<file path="config.mk">
export PLATFORM = sky130hd
export DESIGN_NAME = latch_bank_scheduler
export DESIGN_NICKNAME = d
export VERILOG_FILES = /design/src/rtl/latch_sched_pkg.sv /design/src/rtl/latch_bank_scheduler_rr_arbiter.sv /design/src/rtl/latch_bank_scheduler.sv
export SDC_FILE = /design/constraint.sdc
export NUM_CORES = 1
export LEC_CHECK = 0
export CORE_MARGIN = 2
export CORE_UTILIZATION = 52
export DETAILED_ROUTE_END_ITERATION = 12
export PLACE_DENSITY = 0.82
export SLEW_MARGIN = 15
export SYNTH_ARGS = -nofsm -noshare
export SYNTH_HDL_FRONTEND = slang
export SYNTH_SLANG_ARGS = --single-unit
</file>
<file path="constraint.sdc">
create_clock -name CLK -period 4.5 [get_ports CLK]
set_input_delay 1.35 -clock CLK [delete_from_list [all_inputs] [get_ports CLK]]
set_output_delay 1.35 -clock CLK [all_outputs]
set_load 0.03 [all_outputs]
</file>
<file path="src/rtl/latch_sched_pkg.sv">
// Shared definitions for the latch bank scheduler: FSM encoding, counter width, latch timing.
// Latency: n/a (package).
// Backpressure: n/a (package).
`timescale 1ns/1ps
package latch_sched_pkg;

  // Write sequencing phases; encoding is fixed so external tools can decode it.
  typedef enum logic [2:0] {
    ST_IDLE  = 3'd0,
    ST_SETUP = 3'd1,
    ST_GATE  = 3'd2,
    ST_HOLD  = 3'd3,
    ST_DONE  = 3'd4
  } state_t;

  // Gate counter width; GATE_CYCLES is limited to 1..15 by this.
  localparam int CNT_W = 4;

  // Latch propagation delays in ns (D to Q, D to Qn), for timing models.
  localparam int LAT_Q_DLY  = 14;
  localparam int LAT_QN_DLY = 21;

endpackage

</file>
<file path="src/rtl/latch_bank_scheduler_rr_arbiter.sv">
// Round-robin pick: first set request above ptr, wrapping; returns one-hot grant and index.
// Latency: combinational, zero cycles; the pointer register lives in the parent.
// Backpressure: none; any=0 when no request is set.
// Ports: req (requests), ptr (last winner) -> gnt (one-hot), idx (winner index), any (a winner exists).
`timescale 1ns/1ps
module rr_arbiter #(
  parameter int NREQ  = 2,
  parameter int IDX_W = 1
) (
  input  logic [NREQ-1:0]  req,
  input  logic [IDX_W-1:0] ptr,
  output logic [NREQ-1:0]  gnt,
  output logic [IDX_W-1:0] idx,
  output logic             any
);

  int cand;

  always_comb begin
    gnt  = '0;
    idx  = '0;
    any  = 1'b0;
    cand = 0;
    // Scan ptr+1 .. ptr+NREQ, so the previous winner is considered last.
    for (int i = 1; i <= NREQ; i++) begin
      cand = int'(ptr) + i;
      if (cand >= NREQ) begin
        cand = cand - NREQ;
      end
      if (!any && req[cand[IDX_W-1:0]]) begin
        any                    = 1'b1;
        gnt[cand[IDX_W-1:0]]   = 1'b1;
        idx                    = cand[IDX_W-1:0];
      end
    end
  end

endmodule

</file>
<file path="src/rtl/latch_bank_scheduler.sv">
// Arbitrates NREQ writers onto a bank of gated D latches, sequencing SETUP, GATE, HOLD, DONE.
// Latency: REQ sample to ACK = GATE_CYCLES+3 edges (ERR after 2 edges); one write per GATE_CYCLES+4 cycles.
// Backpressure: REQ is a level held until ACK/ERR; losers simply wait while BUSY, nothing is dropped.
// Ports: CLK/RST (sync, active-high); REQ/WDATA/WADDR per requester; GNT/ACK/ERR one-hot per
// requester; LAT_D/LAT_EN drive the latch bank D and per-entry gates; BUSY = not idle.
`timescale 1ns/1ps
module latch_bank_scheduler
  import latch_sched_pkg::*;
#(
  parameter int NREQ        = 2,
  parameter int WIDTH       = 1,
  parameter int DEPTH       = 4,
  parameter int ADDR_W      = 2,
  parameter int GATE_CYCLES = 2
) (
  input  logic                     CLK,
  input  logic                     RST,
  input  logic [NREQ-1:0]          REQ,
  input  logic [NREQ*WIDTH-1:0]    WDATA,
  input  logic [NREQ*ADDR_W-1:0]   WADDR,
  output logic [NREQ-1:0]          GNT,
  output logic [NREQ-1:0]          ACK,
  output logic [NREQ-1:0]          ERR,
  output logic [WIDTH-1:0]         LAT_D,
  output logic [DEPTH-1:0]         LAT_EN,
  output logic                     BUSY
);

  localparam int IDX_W = (NREQ > 1) ? $clog2(NREQ) : 1;

  logic [WIDTH-1:0]  wdata_arr [NREQ];
  logic [ADDR_W-1:0] waddr_arr [NREQ];

  for (genvar gi = 0; gi < NREQ; gi++) begin : g_unpack
    assign wdata_arr[gi] = WDATA[gi*WIDTH +: WIDTH];
    assign waddr_arr[gi] = WADDR[gi*ADDR_W +: ADDR_W];
  end

  logic [NREQ-1:0]  arb_gnt;
  logic [IDX_W-1:0] arb_idx;
  logic             arb_any;

  state_t            state_q,    state_d;
  logic [IDX_W-1:0]  ptr_q,      ptr_d;
  logic [WIDTH-1:0]  data_q,     data_d;
  logic [ADDR_W-1:0] addr_q,     addr_d;
  logic [NREQ-1:0]   win_q,      win_d;
  logic [CNT_W-1:0]  cnt_q,      cnt_d;
  logic              err_flag_q, err_flag_d;
  logic [NREQ-1:0]   gnt_q,      gnt_d;
  logic [NREQ-1:0]   ack_q,      ack_d;
  logic [NREQ-1:0]   err_q,      err_d;
  logic [DEPTH-1:0]  lat_en_q,   lat_en_d;
  logic              busy_q,     busy_d;
  logic              addr_ok;

  rr_arbiter #(
    .NREQ  (NREQ),
    .IDX_W (IDX_W)
  ) u_rr_arbiter (
    .req (REQ),
    .ptr (ptr_q),
    .gnt (arb_gnt),
    .idx (arb_idx),
    .any (arb_any)
  );

  assign addr_ok = (32'(addr_q) < 32'(DEPTH));

  always_comb begin
    state_d    = state_q;
    ptr_d      = ptr_q;
    data_d     = data_q;
    addr_d     = addr_q;
    win_d      = win_q;
    cnt_d      = cnt_q;
    err_flag_d = err_flag_q;

    case (state_q)
      ST_IDLE: begin
        if (arb_any) begin
          ptr_d      = arb_idx;
          win_d      = arb_gnt;
          data_d     = wdata_arr[arb_idx];
          addr_d     = waddr_arr[arb_idx];
          err_flag_d = 1'b0;
          state_d    = ST_SETUP;
        end
      end
      ST_SETUP: begin
        if (addr_ok) begin
          state_d = ST_GATE;
          cnt_d   = CNT_W'(GATE_CYCLES - 1);
        end else begin
          // Out-of-range target: skip the gate entirely and report an error.
          state_d    = ST_DONE;
          err_flag_d = 1'b1;
        end
      end
      ST_GATE: begin
        if (cnt_q == '0) begin
          state_d = ST_HOLD;
        end else begin
          cnt_d = cnt_q - CNT_W'(1);
        end
      end
      ST_HOLD: state_d = ST_DONE;
      ST_DONE: state_d = ST_IDLE;
      default: state_d = ST_IDLE;
    endcase

    // Outputs are decoded from the next state so every output pin is a flop;
    // LAT_EN therefore only ever changes on a clock edge.
    gnt_d    = (state_d != ST_IDLE) ? win_d : '0;
    lat_en_d = (state_d == ST_GATE) ? (DEPTH'(1) << addr_d) : '0;
    ack_d    = (state_d == ST_DONE && !err_flag_d) ? win_d : '0;
    err_d    = (state_d == ST_DONE &&  err_flag_d) ? win_d : '0;
    busy_d   = (state_d != ST_IDLE);
  end

  always_ff @(posedge CLK) begin
    if (RST) begin
      state_q    <= ST_IDLE;
      ptr_q      <= IDX_W'(NREQ - 1);
      data_q     <= '0;
      addr_q     <= '0;
      win_q      <= '0;
      cnt_q      <= '0;
      err_flag_q <= 1'b0;
      gnt_q      <= '0;
      ack_q      <= '0;
      err_q      <= '0;
      lat_en_q   <= '0;
      busy_q     <= 1'b0;
    end else begin
      state_q    <= state_d;
      ptr_q      <= ptr_d;
      data_q     <= data_d;
      addr_q     <= addr_d;
      win_q      <= win_d;
      cnt_q      <= cnt_d;
      err_flag_q <= err_flag_d;
      gnt_q      <= gnt_d;
      ack_q      <= ack_d;
      err_q      <= err_d;
      lat_en_q   <= lat_en_d;
      busy_q     <= busy_d;
    end
  end

  assign GNT    = gnt_q;
  assign ACK    = ack_q;
  assign ERR    = err_q;
  assign LAT_D  = data_q;
  assign LAT_EN = lat_en_q;
  assign BUSY   = busy_q;

endmodule

</file>
==> impl_metrics.env <==
export IMPL_antenna_found_initial=0
export IMPL_yosysMostFrequentCell="dfxtp_1"
export IMPL_hold_viol=0
export IMPL_fp_row_count=16
export IMPL_clk_pin_slew_worst_paths_ns=0.14
export IMPL_fillCellCount=152
export IMPL_grt_max_degree=16
export IMPL_synth_compound_area_share_pct=20.4
export IMPL_max_stage_delay_ns=0.67
export IMPL_ctsHoldBuffers=0
export IMPL_rsz0062_at_grt="no"
export IMPL_synth_xor_area_share_pct=0.860
export IMPL_post_synth_num_cell_types=40
export IMPL_ioPinCount=22
export IMPL_relSlewSlack_pct=63.4
export IMPL_worst_pin_slew_ns=0.548
export IMPL_vias=808
export IMPL_syn_cell_area_um2=1020
export IMPL_hold_path_class="register to register"
export IMPL_design_area_um2=1260
export IMPL_end_kind="primary output"
export IMPL_synth_top_area_share_pct=49.1
export IMPL_grt_use_total_pct=19.5
export IMPL_dp_hpwl_mm=1.43
export IMPL_initial_core_util_pct=53.6
export IMPL_power_internal_mw=0.461
export IMPL_grt_overflow=0
export IMPL_path_buf_inv=1
export IMPL_post_drt_wl_per_cell_um=12.6
export IMPL_ir_worst_vdd_v=0.000333
export IMPL_synth_area_per_cell_um2=9.79
export IMPL_drive_gt1_share_pct=10.5
export IMPL_path_cells="clkdlybuf4s50_1"
export IMPL_portBuffers=21
export IMPL_coreArea_um2=1900
export IMPL_grt_first_pass_wirelength_mm=3.15
export IMPL_die_h_um=48.3
export IMPL_fin_cells=151
export IMPL_final_setup_viol_count=0
export IMPL_finalClockSkew_ns=0.0142
export IMPL_synthTopCellsByArea="dfxtp_1 49%, a21oi_1 3.9%, mux2i_1 2.9%"
export IMPL_antenna_left=0
export IMPL_synth_mux_area_share_pct=2.95
export IMPL_die_w_um=48.3
export IMPL_slowest_stage="clkdlybuf4s50_1"
export IMPL_tritoncts="yes"
export IMPL_synth_seq_cells=25
export IMPL_r2r_end="cnt_q[1]"
export IMPL_yosysSeqAreaShare_pct=49.1
export IMPL_synthAdderAreaFrac_pct=2.46
export IMPL_drv_slew=0
export IMPL_p_seq_share_pct=44.1
export IMPL_switching_power_mw=0.303
export IMPL_area_delta_synth_final_pct=24.2
export IMPL_power_leakage_nw=0.464
export IMPL_first_iter_violations=8
export IMPL_die_area_um2=2330
export IMPL_period_share_pct=59.8
export IMPL_critPathTopFamily="buffers and inverters"
export IMPL_criticalPathCategory="register to primary output"
export IMPL_min_from="addr_q[1]"
export IMPL_finalCriticalPeriod_ns=2.69
export IMPL_synth_top_family_by_area="compound AO/OA/AOI/OAI gates"
export IMPL_first_pass_iters=4
export IMPL_tns_ns=0
export IMPL_n_antenna_cell=0
export IMPL_cp_endpoint="LAT_D"
export IMPL_regToRegStartpoint="cnt_q[0]"
export IMPL_regToRegSetupSlack_ns=2.80
export IMPL_syn_inst=104
export IMPL_cts_root_buf="clkbuf_4"
export IMPL_final_core_util_pct=66.5
export IMPL_cp_num_cells=1
export IMPL_placed_area_um2=1230
export IMPL_synth_ff_type="dfxtp_1"
export IMPL_cts_made_buffers=3
export IMPL_cts_resized=0
export IMPL_drt_total_wl_mm=1.91
export IMPL_clockBufferDepth=2
export IMPL_dp_cells=147
export IMPL_synth_nets=116
export IMPL_grt_pass1_vias=735
export IMPL_cp_start_kind="register"
export IMPL_cts_setup_buffers=0
export IMPL_synth_largest_area_cell="dfxtp_1"
export IMPL_worst_slack_ns=1.81
export IMPL_p_sw_share_pct=39.7
export IMPL_maxCapViolCount=0
export IMPL_power_density_nw_per_um2=604
export IMPL_finalNetCount=137
export IMPL_startpoint="LAT_D"
export IMPL_h_tree_depth=1
export IMPL_critPathRequiredTime_ns=3.15
export IMPL_p_comb_share_pct=43.1
export IMPL_pwr_share_clk_pct=12.8
export IMPL_status="completed"
export IMPL_post_place_ws_ns=1.54
export IMPL_synth_enable_flop_cells=0
export IMPL_crit_fanout=2
export IMPL_cts_sinks=25
export IMPL_reg2regPathDepth=5
export IMPL_gp_congestion=0.754
export IMPL_synthSimpleGateAreaFrac_pct=18.6
export IMPL_fmax_ghz=0.371
export IMPL_clk_latency_ns=0.31
export IMPL_postSynth_asyncResetShare_pct=0
export IMPL_drc=0
export IMPL_whs_path_depth=1
export IMPL_synthTopCellsByCount="25 x dfxtp_1, 8 x a21oi_1, 8 x inv_1"
export IMPL_vias_per_cell=5.35
export IMPL_arrival_ns=1.34
export IMPL_yosys_warnings=0
placed cells by master, fill, tap and decap left out, types with 2 or more instances in the layout:
| cell type | n |
|---|---|
| dfxtp_1 | 25 |
| clkdlybuf4s50_1 | 21 |
| inv_1 | 8 |
| a21oi_1 | 8 |
| nor2_1 | 7 |
| nor3_1 | 5 |
| a211oi_1 | 4 |
| mux2i_1 | 3 |
| clkbuf_4 | 3 |
| or2_2 | 2 |
| nor3b_1 | 2 |
| nand2_1 | 2 |
| o31ai_1 | 2 |
| nand3_1 | 2 |
| a311o_1 | 2 |
| nor4b_1 | 2 |
| nor2b_1 | 2 |
| ha_1 | 2 |
worst reg2reg max path: cells and delay by family (launching register included):
kind	cells	cell delay [ns]
buffers and inverters	1	0.11
flip-flops	1	0.36
AO/OA/AOI/OAI	2	0.47
adder cells (fa/ha/maj)	1	0.18
AND/OR/NAND/NOR	1	0.49
sequential cells by signal (all words and copies together) (netlist names), 2 cells and up:
signal,cells
win_q,2
state_q,3
GNT,2
LAT_EN,4
ACK,2
addr_q,2
ERR,2
cnt_q,4
stage by stage:
step | total power [mW] | hold slack, ns
3_3_place_gp | 0.657 | 0.465
6_report | 0.765 | 0.488
3_5_place_dp | 0.668 | 0.467
2_1_floorplan | 0.580 | 0.431
5_1_grt | 0.823 | 0.500
4_1_cts | 0.765 | 0.487
cell families after synthesis:
group,Yosys count
buffers and inverters,13
adder cells (fa/ha/maj),2
AND/OR/NAND/NOR,32
XOR/XNOR,1
flip-flops,25
AO/OA/AOI/OAI,28
multiplexers,3
power by group through the flow:
stage / sequential (mW) / clock (mW) / combinational [mW]
finish: 0.337 / 0.0978 / 0.330
CTS: 0.335 / 0.100 / 0.329
global placement: 0.336 / 0 / 0.321
floorplan: 0.344 / 0 / 0.237
global route: 0.345 / 0.113 / 0.365
detailed placement: 0.340 / 0 / 0.328
routing by layer:
metal / share of wire (%) / vias up / GRT usage (%)
met1: 47 / 369 / 26.7
met2: 48 / 22 / 30.3
met5: 0 / - / 0
met3: 4.2 / 2 / 4.44
li1: - / 415 / -
met4: 0.73 / 0 / 6.49
cell type report:
cell class / count / area [um2] / area share, %
timing repair buffer: 21 / 210 / 16.6
sequential: 25 / 500 / 39.6
tap: 27 / 33.8 / 2.67
inverter: 8 / 30.0 / 2.37
clock inverter: 1 / 7.51 / 0.593
clock buffer: 3 / 22.5 / 1.78
multi-input combinational: 66 / 460 / 36.4
worst min-delay path by stage:
stage	to	slack (ns)
floorplan	ACK[1]	0.43
global placement	ACK[1]	0.46
detailed placement	ACK[1]	0.47
CTS	ACK[1]	0.49
global route	LAT_EN[1]	0.50
finish	LAT_EN[1]	0.49
Note: power is estimated with default switching activity, not from simulation.
